[src/rtl/fetch_unit_if.sv]
// -----------------------------------------------------------------------------
// fetch_unit_if
// Instruction-memory fetch bus between the fetch unit and instruction memory.
//   imem_req   : fetch request, held high until imem_ack
//   imem_addr  : fetch address, stable while imem_req is high
//   imem_ack   : one-cycle acknowledge, imem_rdata valid in the same cycle
//   imem_rdata : instruction word returned by memory
// Modports: master = fetch unit side, slave = memory side.
// -----------------------------------------------------------------------------
interface fetch_unit_if;
    logic        imem_req;
    logic [31:0] imem_addr;
    logic        imem_ack;
    logic [31:0] imem_rdata;

    modport master (
        output imem_req,
        output imem_addr,
        input  imem_ack,
        input  imem_rdata
    );

    modport slave (
        input  imem_req,
        input  imem_addr,
        output imem_ack,
        output imem_rdata
    );
endinterface

[src/rtl/fetch_unit.sv]
// -----------------------------------------------------------------------------
// fetch_unit
// Owns the program counter, fetches instruction words over a req/ack bus and
// presents each word to a single-cycle core for one or more EXEC cycles.
// Ports:
//   i_clk, i_rst_n  : rising-edge clock, asynchronous active-low reset
//   imem            : instruction-memory bus (master side)
//   o_instr         : registered instruction word
//   o_instr_valid   : o_instr is executing this cycle
//   o_pc            : current PC
//   o_pc_plus4      : o_pc + 4 (combinational)
//   i_pc_next_c     : {jr, j, branch} select from the controller
//   i_imm_ext       : extended immediate for branches
//   i_jr_addr       : register value for jr
//   i_stall         : hold the current instruction, no PC update
//   i_halt          : stop after the current instruction
//   o_halted        : unit is halted
//   o_fetch_err     : sticky fetch timeout / misaligned jr target
// -----------------------------------------------------------------------------
module fetch_unit #(
    parameter logic [31:0] RESET_PC = 32'h0000_0000,
    parameter int unsigned TIMEOUT  = 255
) (
    input  logic              i_clk,
    input  logic              i_rst_n,
    fetch_unit_if.master      imem,
    output logic [31:0]       o_instr,
    output logic              o_instr_valid,
    output logic [31:0]       o_pc,
    output logic [31:0]       o_pc_plus4,
    input  logic [2:0]        i_pc_next_c,
    input  logic [31:0]       i_imm_ext,
    input  logic [31:0]       i_jr_addr,
    input  logic              i_stall,
    input  logic              i_halt,
    output logic              o_halted,
    output logic              o_fetch_err
);

    typedef enum logic [1:0] {
        ST_FETCH  = 2'd0,
        ST_EXEC   = 2'd1,
        ST_HALTED = 2'd2
    } state_t;

    localparam logic [15:0] TMO_LAST = 16'(TIMEOUT - 1);

    state_t      r_state;
    state_t      w_state_next;
    logic [31:0] r_pc;
    logic [31:0] r_instr;
    logic [15:0] r_cnt;
    logic        r_err;
    // Low from reset until the first clock edge after release, so no request
    // is issued (and no ack accepted) in the cycle rst_n rises.
    logic        r_active;

    logic        w_req;
    logic        w_valid;
    logic        w_halted;
    logic        w_load_instr;
    logic        w_pc_load;
    logic        w_cnt_clr;
    logic        w_cnt_inc;
    logic        w_set_err;
    logic [31:0] w_pc_plus4;
    logic [31:0] w_imm_sh;
    logic [31:0] w_next_pc;

    assign w_pc_plus4 = r_pc + 32'd4;
    assign w_imm_sh   = i_imm_ext << 2;

    // Next-PC select: jr > j > branch > sequential.
    always_comb begin
        w_next_pc = w_pc_plus4;
        if (i_pc_next_c[2]) begin
            w_next_pc = {i_jr_addr[31:2], 2'b00};
        end else if (i_pc_next_c[1]) begin
            w_next_pc = {w_pc_plus4[31:28], r_instr[25:0], 2'b00};
        end else if (i_pc_next_c[0]) begin
            w_next_pc = w_pc_plus4 + w_imm_sh;
        end
    end

    always_ff @(posedge i_clk or negedge i_rst_n) begin
        if (!i_rst_n) begin
            r_state <= ST_FETCH;
        end else begin
            r_state <= w_state_next;
        end
    end

    always_comb begin
        w_state_next = r_state;
        w_req        = 1'b0;
        w_valid      = 1'b0;
        w_halted     = 1'b0;
        w_load_instr = 1'b0;
        w_pc_load    = 1'b0;
        w_cnt_clr    = 1'b0;
        w_cnt_inc    = 1'b0;
        w_set_err    = 1'b0;
        case (r_state)
            ST_FETCH: begin
                w_req = r_active;
                if (r_active) begin
                    if (imem.imem_ack) begin
                        w_load_instr = 1'b1;
                        w_cnt_clr    = 1'b1;
                        w_state_next = ST_EXEC;
                    end else if (r_cnt == TMO_LAST) begin
                        w_set_err    = 1'b1;
                        w_cnt_clr    = 1'b1;
                        w_state_next = ST_HALTED;
                    end else begin
                        w_cnt_inc = 1'b1;
                    end
                end
            end
            ST_EXEC: begin
                w_valid = 1'b1;
                if (!i_stall) begin
                    w_pc_load = 1'b1;
                    if (i_pc_next_c[2] && (i_jr_addr[1:0] != 2'b00)) begin
                        w_set_err = 1'b1;
                    end
                    w_state_next = i_halt ? ST_HALTED : ST_FETCH;
                end
            end
            ST_HALTED: begin
                w_halted = 1'b1;
                if (!r_err && !i_halt) begin
                    w_state_next = ST_FETCH;
                end
            end
            default: begin
                w_state_next = ST_FETCH;
            end
        endcase
    end

    always_ff @(posedge i_clk or negedge i_rst_n) begin
        if (!i_rst_n) begin
            r_pc     <= RESET_PC;
            r_instr  <= '0;
            r_cnt    <= '0;
            r_err    <= 1'b0;
            r_active <= 1'b0;
        end else begin
            r_active <= 1'b1;
            if (w_load_instr) begin
                r_instr <= imem.imem_rdata;
            end
            if (w_pc_load) begin
                r_pc <= w_next_pc;
            end
            if (w_cnt_clr) begin
                r_cnt <= '0;
            end else if (w_cnt_inc) begin
                r_cnt <= r_cnt + 16'd1;
            end
            if (w_set_err) begin
                r_err <= 1'b1;
            end
        end
    end

    assign imem.imem_req  = w_req;
    assign imem.imem_addr = r_pc;
    assign o_instr        = r_instr;
    assign o_instr_valid  = w_valid;
    assign o_pc           = r_pc;
    assign o_pc_plus4     = w_pc_plus4;
    assign o_halted       = w_halted;
    assign o_fetch_err    = r_err;

endmodule

[src/flat_wrapper.sv]
// flat-port wrapper written by rule: the top's interface ports become plain ports
module fetch_unit_flat 
#(
    parameter logic [31:0] RESET_PC = 32'h0000_0000,
    parameter int unsigned TIMEOUT  = 255
)
  (i_clk, i_rst_n, o_instr, o_instr_valid, o_pc, o_pc_plus4, i_pc_next_c, i_imm_ext, i_jr_addr, i_stall, i_halt, o_halted, o_fetch_err, imem_imem_req, imem_imem_addr, imem_imem_ack, imem_imem_rdata);
  fetch_unit_if imem_i ();
  input  logic i_clk;
  input  logic i_rst_n;
  output logic [31:0] o_instr;
  output logic o_instr_valid;
  output logic [31:0] o_pc;
  output logic [31:0] o_pc_plus4;
  input  logic [2:0] i_pc_next_c;
  input  logic [31:0] i_imm_ext;
  input  logic [31:0] i_jr_addr;
  input  logic i_stall;
  input  logic i_halt;
  output logic o_halted;
  output logic o_fetch_err;
  output wire logic [$bits(imem_i.imem_req)-1:0] imem_imem_req;
  output wire logic [$bits(imem_i.imem_addr)-1:0] imem_imem_addr;
  input wire logic [$bits(imem_i.imem_ack)-1:0] imem_imem_ack;
  input wire logic [$bits(imem_i.imem_rdata)-1:0] imem_imem_rdata;
  assign imem_imem_req = imem_i.imem_req;
  assign imem_imem_addr = imem_i.imem_addr;
  assign imem_i.imem_ack = imem_imem_ack;
  assign imem_i.imem_rdata = imem_imem_rdata;
  fetch_unit #(.RESET_PC(RESET_PC), .TIMEOUT(TIMEOUT)) u_core (.i_clk(i_clk), .i_rst_n(i_rst_n), .imem(imem_i), .o_instr(o_instr), .o_instr_valid(o_instr_valid), .o_pc(o_pc), .o_pc_plus4(o_pc_plus4), .i_pc_next_c(i_pc_next_c), .i_imm_ext(i_imm_ext), .i_jr_addr(i_jr_addr), .i_stall(i_stall), .i_halt(i_halt), .o_halted(o_halted), .o_fetch_err(o_fetch_err));
endmodule
[config.mk]
export PLATFORM = sky130hd
export DESIGN_NAME = fetch_unit_flat
export DESIGN_NICKNAME = d
export VERILOG_FILES = /design/src/rtl/fetch_unit_if.sv /design/src/rtl/fetch_unit.sv /design/src/flat_wrapper.sv
export SDC_FILE = /design/constraint.sdc
export NUM_CORES = 1
export LEC_CHECK = 0
export CAP_MARGIN = 20
export CORE_MARGIN = 3
export CORE_UTILIZATION = 42
export DETAILED_ROUTE_END_ITERATION = 16
export HOLD_SLACK_MARGIN = 0.02
export PLACE_DENSITY = 0.81
export SYNTH_ARGS = -nofsm -noshare
export SYNTH_HDL_FRONTEND = slang
export SYNTH_SLANG_ARGS = --single-unit
[constraint.sdc]
create_clock -name i_clk -period 3.9 [get_ports i_clk]
set_input_delay 0.39 -clock i_clk [delete_from_list [all_inputs] [get_ports i_clk]]
set_output_delay 0.39 -clock i_clk [all_outputs]
set_load 0.01 [all_outputs]
Word level (Yosys, flattened, before mapping)
Cells that the tools add are included.
{ "classes": {"eq_ne": 7, "mux": 33, "n_addsub": 3, "reduce_logical": 8} }
{ "op_table": {"columns": ["operator", "n"], "rows": [
  ["$mux 32", 3],
  ["$add 32x3->32 const B", 1],
  ["$add 32x32->32", 1],
  ["$mux 16", 2],
  ["$mux 1", 20],
  ["$add 16x1->16 const B", 1],
  ["$eq 16x8->1 const B", 1],
  ["$mux 2", 6],
  ["$pmux 2 s3", 1],
  ["$ne 2x1->1 const B", 2],
  ["$reduce_and 4->1", 1],
  ["$reduce_bool 2->1", 2],
  ["$ne 3x2->1 const B", 1],
  ["$eq 2x1->1 const B", 1],
  ["$eq 2x2->1 const B", 1],
  ["$logic_and 1x1->1", 2],
  ["$logic_not 1->1", 2],
  ["$logic_not 2->1", 1],
  ["$ne 2x2->1 const B", 1],
  ["$pmux 1 s2", 1]
]} }
{ "totals": {"wordCells": 57, "in_bits": 104, "out_inout_bits": 132, "ff_bits": 84} }

Longest topological paths before layout
Gate-level depths: netlist (run 1).
{ "depth": {"ltp_word": 7, "ltp_mapped": 18, "mapped_depth_nobuf": 16} }

Least setup slack after synthesis (run 1)
Ideal clock, no wire load.
{ "synth_path": {"path_type": "register -> register", "from": "register u_core.r_pc[2], in the netlist u_core.imem.imem_addr[2]", "to": "register u_core.r_pc[31], in the netlist u_core.imem.imem_addr[31]", "required_ns": 3.761, "setup_ns": 0.139, "path_stages_with_launch": 19, "period_less_slack_ns": 3.996, "path_buffers": 2, "setup_slack_ns": -0.096, "t_arrival_ns": 3.857, "path_cell_list": "dfrtp_1 -> ha_1 -> nand2_1 -> nor2_1 -> and4_1 -> clkbuf_1 -> nand3_1 -> xnor2_1 -> ha_1 -> clkbuf_1 -> nand2_1 -> nor3_1 -> nand3_1 -> a2111oi_4 -> a2111oi_4 -> o31ai_1 -> mux2i_1 -> mux2i_1 -> a211oi_2"} }
{ "synth_between": {"elab_chain_len": 5} }
{ "synth_rtl": {"columns": ["element", "line_no", "rtl"], "rows": [
  ["start: declaration", "fetch_unit.sv:50", "logic [31:0] r_pc;"],
  ["start signal: assignment", "fetch_unit.sv:155", "r_pc <= w_next_pc;"],
  ["$add 32x3->32", "fetch_unit.sv:70", "assign w_pc_plus4 = r_pc + 32'd4;"],
  ["via o_pc_plus4[18]", "flat_wrapper.sv:14", "output logic [31:0] o_pc_plus4;"],
  ["$add 32x32->32", "fetch_unit.sv:81", "w_next_pc = w_pc_plus4 + w_imm_sh;"],
  ["$mux 32", "fetch_unit.sv:80", "end else if (i_pc_next_c[0]) begin"],
  ["$mux 32", "fetch_unit.sv:78", "end else if (i_pc_next_c[1]) begin"],
  ["$mux 32", "fetch_unit.sv:76", "if (i_pc_next_c[2]) begin"]
]} }
The timed path passes the listed nets, and every way through them passes these cells.
A chain may end at the register's enable or synchronous reset.

Final worst setup path (run 1)
{ "layout_path": {"from": "register u_core.r_pc[2], in the netlist u_core.imem.imem_addr[2]", "to": "register u_core.r_pc[31], in the netlist u_core.imem.imem_addr[31]"} }
{ "layout_between": {"elab_chain_len": 5} }
{ "layout_rtl": {"columns": ["element", "line_no"], "rows": [
  ["$add 32x3->32 (*)", "fetch_unit.sv:70"],
  ["$add 32x32->32", "fetch_unit.sv:81"],
  ["$mux 32", "fetch_unit.sv:80"],
  ["$mux 32 (*)", "fetch_unit.sv:78"],
  ["$mux 32 (*)", "fetch_unit.sv:76"]
]} }
Mark *: on every way between the ends. The rest lies on a longest branch, timed or not.

==> run summary, run 1 <==
The flow ran to the end, and the final reports show no timing, DRC or antenna violations. The ratio of routed vias to standard cells was 5.607. The logs give 62 for the unique cell type count in the Yosys netlist and 0 for the number of design rule violations left after detail routing.

The final layout contains routed wiring with a total length of 22.40 mm. 0 antenna diodes ended up in the layout. The initial antenna violation count is 0.

At the end of routability-driven placement, the weighted congestion stood at 0.9442. The latest clock arrival within the worst-skew pair is 340 ps, and the via total after detailed routing is 6628. The worst setup skew after layout was 9.795 ps. The tools report the power after layout as 7.464 mW. STA classifies the critical path endpoint as a register.

The setup TNS after final layout is 0 ps. The run gives 17.77 mm as the detailed placement HPWL. In this run the worst hold path is classified as input pin to asynchronous set/reset pin. The logs give 6190 for the number of global-route vias before repair and 2 for the maximum buffer depth of the clock tree. STA puts the critical path data arrival time at 3900 ps. The analysis attributes to cell leakage a power of 4.004 nW.

The worst pin sits at a relative slew slack of 41.22%. Entering global routing, the biggest net connects 83 pins. Counting the buffers created by CTS gives 9.

The proportion of layout cells with a drive suffix above 1 is 14.43%, and the number of cell rows is 44. The floorplan step defined a die boundary enclosing 0.01695 mm^2. After synthesis the netlist holds a flip-flop and latch count of 82. Before antenna repair, the detailed router went through 7 iterations. TritonCTS built the clock tree. The mapped netlist covers 0.006476 mm^2. Fill cells in the final layout number 1230. The synthesized design contains 0 enable-type register cells.

The detailed router finished its first iteration with 658 violations. The maximum fanout encountered on the critical timing path is 6. Clock input transition at the sequential cells of the worst setup and hold paths: 70 ps. In this run the number of H-tree levels came out at 3.

The logs give 750 for the count of mapped cells out of synthesis and 0 for the final antenna-violating net count. Dividing the detail-routed wire length by the instance count gives 18.95 um. Total grt overflow: 0. For the final count of pins violating max slew, the log shows 0.

The async set or reset register ratio after synthesis is 100.0%, and the clock period minus worst slack is 3699 ps. The primary flip-flop cell chosen by synthesis mapping is sky130_fd_sc_hd__dfrtp_1. For the final-report setup violation count, the log shows 0. In the finished design, the share of the clock period the worst path needs comes to 94.86%. Clock tree synthesis selected as its root buffer the cell sky130_fd_sc_hd__clkbuf_16. The logs give 0 for the max-cap violation count and 0.5205 mV for the worst vdd rail ir drop. The core box area is 0.01481 mm^2. With fillers left out, the area of the finished cells amounts to 0.009525 mm^2.

The post-synthesis sequential area ratio was 31.68%; the layout net count was 1136. The number of synthesis warnings was 0. Cell area power density: 783.6 mW/mm^2.

The die is 130.2 um wide. For the wire length of the first global-routing pass, the log shows 34.00 mm. The final-report hold violation count was 0. The critical path start-end classification is register to register. Cells fill 64.32% of the core in the end. The worst setup path is launched from a register. Port buffering added 227 buffers. Setup repair after global routing could not meet its margin everywhere. For this configuration, the core starts out at a cell density of 43.73%. During I/O placement, the number of pins put on the boundary was 236. Across all hold checks on the routed design, the worst slack comes to 432.3 ps. The post-CTS setup buffer count is 0, and the data required time at the worst endpoint is 4100 ps.

For this run, the total global-route usage over all layers was measured as 25.74%. After detailed placement, the total cell area comes to 0.009106 mm^2. The die is 130.2 um tall. The count of clock tree sinks was 82. The transition at the pin with the smallest max-transition slack is 881.7 ps. The achievable frequency is 270.3 MHz. The average size of a mapped cell was 8.635 um^2. From synthesis to final layout, the design area changed by 47.08%.
-- registers in the layout, summed over array words and instances, names as in the netlist --
name and count:
u_core.o_instr 32, u_core.r_cnt 16, u_core.r_state 2, u_core.o_fetch_err 1, u_core.r_active 1, u_core.imem.imem_addr 30
-- path summary, 6_finish.rpt --
kind                                          start                   endpoint  slack [ps]  depth (start not counted)
setup / recovery           u_core.imem.imem_addr[2]  u_core.imem.imem_addr[31]         200                         14
hold / removal                              i_rst_n         u_core.o_instr[23]         430                          2
setup reg to reg           u_core.imem.imem_addr[2]  u_core.imem.imem_addr[31]         200                         14
hold reg to reg                  u_core.o_fetch_err         u_core.o_fetch_err         500                          1
max in group asynchronous                   i_rst_n   u_core.imem.imem_addr[2]        2870                          3
min in group i_clk               u_core.o_fetch_err         u_core.o_fetch_err         500                          1
-- critical path: stages, from the launching register on --
cell	delay (ps)
sky130_fd_sc_hd__dfrtp_2	410
sky130_fd_sc_hd__ha_1	210
sky130_fd_sc_hd__buf_4	140
sky130_fd_sc_hd__and3_1	150
sky130_fd_sc_hd__xor2_1	160
sky130_fd_sc_hd__ha_1	400
sky130_fd_sc_hd__and4_1	240
sky130_fd_sc_hd__nor3b_4	260
sky130_fd_sc_hd__o31ai_4	130
sky130_fd_sc_hd__a2111oi_4	460
sky130_fd_sc_hd__a2111oi_4	70
sky130_fd_sc_hd__o31ai_2	290
sky130_fd_sc_hd__mux2i_2	320
sky130_fd_sc_hd__mux2i_1	260
sky130_fd_sc_hd__a211oi_2	70
-- cell families (layout without fill, tap and decap cells) --
family                   count (synthesis)  in the layout  synth area share [%]
AND/OR/NAND/NOR                        232            232                 16.89
AO/OA/AOI/OAI                          206            206                 21.37
buffers and inverters                   88            331                 7.206
flip-flops                              82             82                 31.68
XOR/XNOR                                60             60                 8.114
multiplexers                            41             41                 6.975
adder cells (fa/ha/maj)                 39             39                 7.651
other                                    2              7                0.1160
-- placed cells by master, fill, tap and decap left out, types with 8 or more instances in the layout --
cell type / netlist / routed
sky130_fd_sc_hd__clkdlybuf4s50_1: 0 / 226
sky130_fd_sc_hd__buf_4: 36 / 65
sky130_fd_sc_hd__nor2_1: 69 / 67
sky130_fd_sc_hd__nand4_1: 10 / 10
sky130_fd_sc_hd__and3_1: 14 / 12
sky130_fd_sc_hd__inv_1: 21 / 21
sky130_fd_sc_hd__a221oi_1: 10 / 10
sky130_fd_sc_hd__o21bai_1: 8 / 8
sky130_fd_sc_hd__o21ai_0: 47 / 46
sky130_fd_sc_hd__ha_1: 38 / 37
sky130_fd_sc_hd__nand2_1: 72 / 72
sky130_fd_sc_hd__xnor2_1: 38 / 35
sky130_fd_sc_hd__xor2_1: 22 / 22
sky130_fd_sc_hd__dfrtp_1: 82 / 81
sky130_fd_sc_hd__a21oi_1: 53 / 53
sky130_fd_sc_hd__nand3_1: 26 / 24
sky130_fd_sc_hd__a211oi_1: 8 / 8
sky130_fd_sc_hd__clkbuf_16: 0 / 9
sky130_fd_sc_hd__nor3_1: 9 / 8
sky130_fd_sc_hd__o22ai_1: 9 / 9
sky130_fd_sc_hd__a21o_1: 14 / 14
sky130_fd_sc_hd__mux2_2: 33 / 33
-- layer usage --
metal,vias to the layer above,track usage [%],share of wire (%)
li1,3155,-,-
met4,0,7.090,2.2
met3,33,4.503,9.0
met1,3141,37.49,44
met5,-,0,0
met2,299,39.44,45
-- stage by stage --
step	cells	setup slack, ps
2_1_floorplan	755	9.185
3_3_place_gp	1164	51.63
3_5_place_dp	1164	-24.24
4_1_cts	1180	105.1
5_1_grt	1182	-36.87
6_report	1182	200.5
-- layout make-up --
cell class | instances | area [um^2] | share of cell area [%]
repair buffers | 293 | 2788 | 29.27
flip-flops and latches | 82 | 2053 | 21.56
clock inverters | 7 | 76.32 | 0.8013
multi-input cells | 585 | 4070 | 42.73
well taps | 184 | 230.2 | 2.417
clock buffers | 9 | 225.2 | 2.364
inverters | 22 | 82.58 | 0.8669
-- cell usage after synthesis, drive strengths merged (4+ instances only) --
cell type / n / area, um^2
xor2: 22 / 192.7
and2: 5 / 31.28
nor3: 9 / 45.04
o22ai: 9 / 56.30
a221oi: 10 / 87.58
ha: 38 / 475.5
nor2: 69 / 259.0
nand3: 26 / 130.1
a21oi: 53 / 265.3
o221ai: 4 / 35.03
clkbuf: 27 / 101.4
a31oi: 7 / 43.79
xnor2: 38 / 332.8
or3: 7 / 43.79
o21bai: 8 / 60.06
a21boi: 4 / 30.03
and4: 6 / 52.55
nand4: 10 / 62.56
a211oi: 10 / 92.59
o21ai: 49 / 245.2
inv: 21 / 78.83
mux2i: 8 / 80.08
and3: 14 / 87.58
dfrtp: 82 / 2052
o31ai: 6 / 58.81
nand2: 72 / 270.3
a311oi: 4 / 35.03
o211ai: 6 / 45.04
a21o: 14 / 105.1
mux2: 33 / 371.6
o21a: 6 / 45.04
buf: 39 / 282.8
-- report_power, final --
group          switching, mW  internal (mW)  leakage [nW]
combinational           2.44           2.60          2.87
sequential             0.377           1.20         0.997
clock                  0.351          0.500         0.142
-- repair_timing --
action                                  4_1_cts  5_1_grt
endpoints found under the setup margin        1        9
endpoints found under the hold margin         0        7
gates resized for setup                       1       16
pin swaps                                     1       10
hold buffers                                  0        1
No activity file was read; power rests on OpenSTA's default activity.
==> run 2: changes to the inputs <==
Settings changed: CTS_CLUSTER_DIAMETER set to 200.
==> results of run 2 <==
Final layout, timing and power as in run 1 (identical DEF).
==> run 3: changes to the inputs <==
Settings changed: SETUP_SLACK_MARGIN set to 0.2.
==> run 3 against run 2 <==
Critical path depth is 2 higher; highest routed layer unchanged; sequential power is 3% higher; clock-buffer cell count is 2 higher; critical endpoint unchanged; worst hold slack better by 45 ps; core utilization is 1.4 points higher; cell count is 0.17% higher.
==> run summary, run 3 (synthesized netlist as in run 1, its figures left out) <==
The total routing resource utilization after global routing is 25.49%. Data arrives at the worst endpoint at 3860 ps. 236 I/O pins were placed. In the routed design, unresolved DRC markers number 0. The routability congestion estimate from global placement is 0.9292, and the number of placed instances, taps included is 1161. The tools report the net load switching power as 3.239 mW.

The tool flagged a number of max-cap violations equal to 0. The CTS buffer count is 9, and the layout net count is 1138. The final count of pins violating max slew was 0. STA classifies the critical path startpoint as a register. The count of TritonRoute iterations in the first routing pass is 6, and the leakage power total is 4.046 nW. Setup violations remaining at the end of the flow were counted as 0.

The initial antenna violation count was 0; the number of cell rows was 44. In this run the worst path has a maximum fanout of 4. Flip-flop count of the largest register after layout: 32. Largest net degree at the start of global routing: 83. The logs give 82 for the count of clock tree sinks and 1185 for the number of filler cells placed in the layout. The worst path needs 3677 ps of the cycle, external delays included.

Global routing finished with a remaining overflow of 0. Of the available clock period, the critical path in the final layout requires 94.29%. The min-delay analysis places its worst path in the category input pin to asynchronous set/reset pin.

Worst vdd rail ir drop: 0.4801 mV. Detailed placement finished with a half-perimeter wire length of 17.77 mm. The clock input transition at the sequential cells of the worst setup and hold paths is 60 ps. The transition at the pin with the smallest max-transition slack came out at 734.9 ps. The tools report the data required time at the worst endpoint as 4090 ps. The run finished with clean final reports. The logs give 272.0 MHz for the achievable frequency and 1184 for the final cell count without fillers. For this design the ratio of total power to cell area is 791.0 mW/mm^2. The worst setup skew after layout came out at 7.060 ps. CTS placed an instance of sky130_fd_sc_hd__clkbuf_16 at the clock tree root.

The internal portion of the total power is 4.464 mW. The combinational share of power came out at 67.3%. The wire length of the first global-routing pass was 33.51 mm; the y dimension of the die was 130.2 um. The number of global-route vias before repair is 6077, and the number of buffer cells added on primary ports is 227. The H-tree level count came out at 3.

The worst register-to-register path begins at u_core.imem.imem_addr[6]. The die area came out at 0.01695 mm^2. For the core box area, the log shows 0.01481 mm^2. Of the total power, the clock network draws 11.7%.

TritonCTS built the clock tree. Adding up every negative setup slack in the final design gives 0 ps. Measured against its own limit, the worst slew margin works out to 50.83%. The latest clock arrival within the worst-skew pair is 330 ps.

In this run the worst setup path begins at u_core.imem.imem_addr[6]. The share of total power dissipated in sequential elements is 21.0%. The top cell types in the final layout, fill and taps aside, are sky130_fd_sc_hd__clkdlybuf4s50_1 (226), sky130_fd_sc_hd__dfrtp_1 (76), sky130_fd_sc_hd__nand2_1 (68), sky130_fd_sc_hd__nor2_1 (67), sky130_fd_sc_hd__buf_4 (67). The worst setup path is captured at a register. The critical path start-end classification is register to register.

In the final routed layout, each cell accounts on average for 19.23 um. The run gives 0 as the final-report hold violation count. Cells fill 65.76% of the core in the end.

Net switching is 42.05% of the power. The die span in x works out to 130.2 um. The first routing iteration left 587 violations. Across all layers, the routed design uses 6678 vias. In the final layout, the share of cells above drive strength 1 is 16.42%. The final antenna-violating net count came out at 0. Setup repair after global routing could not meet its margin everywhere. Most frequent standard cell in the layout excluding fill and tap cells: sky130_fd_sc_hd__clkdlybuf4s50_1.

The routed design has 22.76 mm of wire. The clock passes through at most 2 buffers. The initial standard-cell utilization of the core was 43.73%; the growth of design area from synthesis to finish was 50.37%.

The ratio of routed vias to standard cells works out to 5.640.
## run 3: changes by cell type in the layout (fill, tap and decap cells not counted), moves of 3 or more
cell                      before  now
sky130_fd_sc_hd__nand3_4       0    4
sky130_fd_sc_hd__nand2_1      72   68
sky130_fd_sc_hd__xnor2_4       0    3
sky130_fd_sc_hd__dfrtp_2       1    6
sky130_fd_sc_hd__nand3_1      24   21
sky130_fd_sc_hd__ha_1         37   33
sky130_fd_sc_hd__ha_4          1    5
sky130_fd_sc_hd__dfrtp_1      81   76
sky130_fd_sc_hd__nand2_2       0    4
## run 3: metrics by stage
stage          hold WS, ps  instance area (um^2)  total power [mW]  setup slack (ps)
3_3_place_gp         488.8                  9089             6.420             95.26
2_1_floorplan        94.41                  6516             4.179             224.7
5_1_grt              491.4                  9736             8.161             11.40
4_1_cts              278.6                  9445             7.450             201.9
3_5_place_dp         492.2                  9089             6.473             101.3
6_report             476.9                  9738             7.703             222.9
## run 3: layout make-up
| type | count | area, um^2 | area share [%] |
|---|---|---|---|
| timing repair buffer | 295 | 2803 | 28.78 |
| clock buffer | 11 | 242.7 | 2.493 |
| tap | 184 | 230.2 | 2.364 |
| antenna | 1 | 2.502 | 0.02570 |
| clock inverter | 4 | 76.32 | 0.7838 |
| multi-input combinational | 585 | 4242 | 43.56 |
| inverter | 22 | 82.58 | 0.8480 |
| sequential | 82 | 2059 | 21.15 |
## run 3: layer usage
| metal | GRT usage, % | vias up | routed length, um |
|---|---|---|---|
| li1 | - | 3171 | - |
| met1 | 36.37 | 3183 | 9891 |
| met2 | 39.44 | 291 | 10430 |
| met3 | 4.953 | 33 | 1939 |
| met4 | 7.213 | 0 | 496 |
| met5 | 0 | - | 0 |
## run 3: final timing paths
check                                       endpoint  slack, ps  cells after the start
setup / recovery           u_core.imem.imem_addr[31]        220                     16
hold / removal                    u_core.o_instr[28]        480                      2
setup reg to reg           u_core.imem.imem_addr[31]        220                     16
hold reg to reg                   u_core.o_instr[26]        510                      1
max in group asynchronous   u_core.imem.imem_addr[5]       2800                      3
min in group i_clk                u_core.o_instr[26]        510                      1
## run 3: power groups by stage
stage	combinational (mW)	clock [mW]	sequential (mW)
floorplan	2.48	0	1.70
global placement	4.84	0	1.58
detailed placement	4.88	0	1.59
CTS	4.95	0.916	1.58
global route	5.54	0.954	1.66
finish	5.18	0.902	1.62
## run 3: timing repair
item                       CTS  global route
pin swaps                    1            30
setup buffers                1             4
resized for setup            7            39
hold buffers                 0             1
setup endpoints to repair    3            10
hold endpoints to repair     0            17
## run 3: worst max-delay path: stages (launching register included)
cell and delay, ps:
sky130_fd_sc_hd__dfrtp_1 360, sky130_fd_sc_hd__and3_4 210, sky130_fd_sc_hd__nand2_2 80, sky130_fd_sc_hd__nor2_4 140, sky130_fd_sc_hd__and4_4 260, sky130_fd_sc_hd__nand2_1 70, sky130_fd_sc_hd__xnor2_1 150, sky130_fd_sc_hd__ha_1 380
sky130_fd_sc_hd__nand3_4 100, sky130_fd_sc_hd__nor3_2 190, sky130_fd_sc_hd__nand3_2 120, sky130_fd_sc_hd__a2111oi_4 420, sky130_fd_sc_hd__a2111oi_4 80, sky130_fd_sc_hd__o31ai_2 340, sky130_fd_sc_hd__mux2i_1 320, sky130_fd_sc_hd__mux2i_1 260
sky130_fd_sc_hd__a211oi_2 50
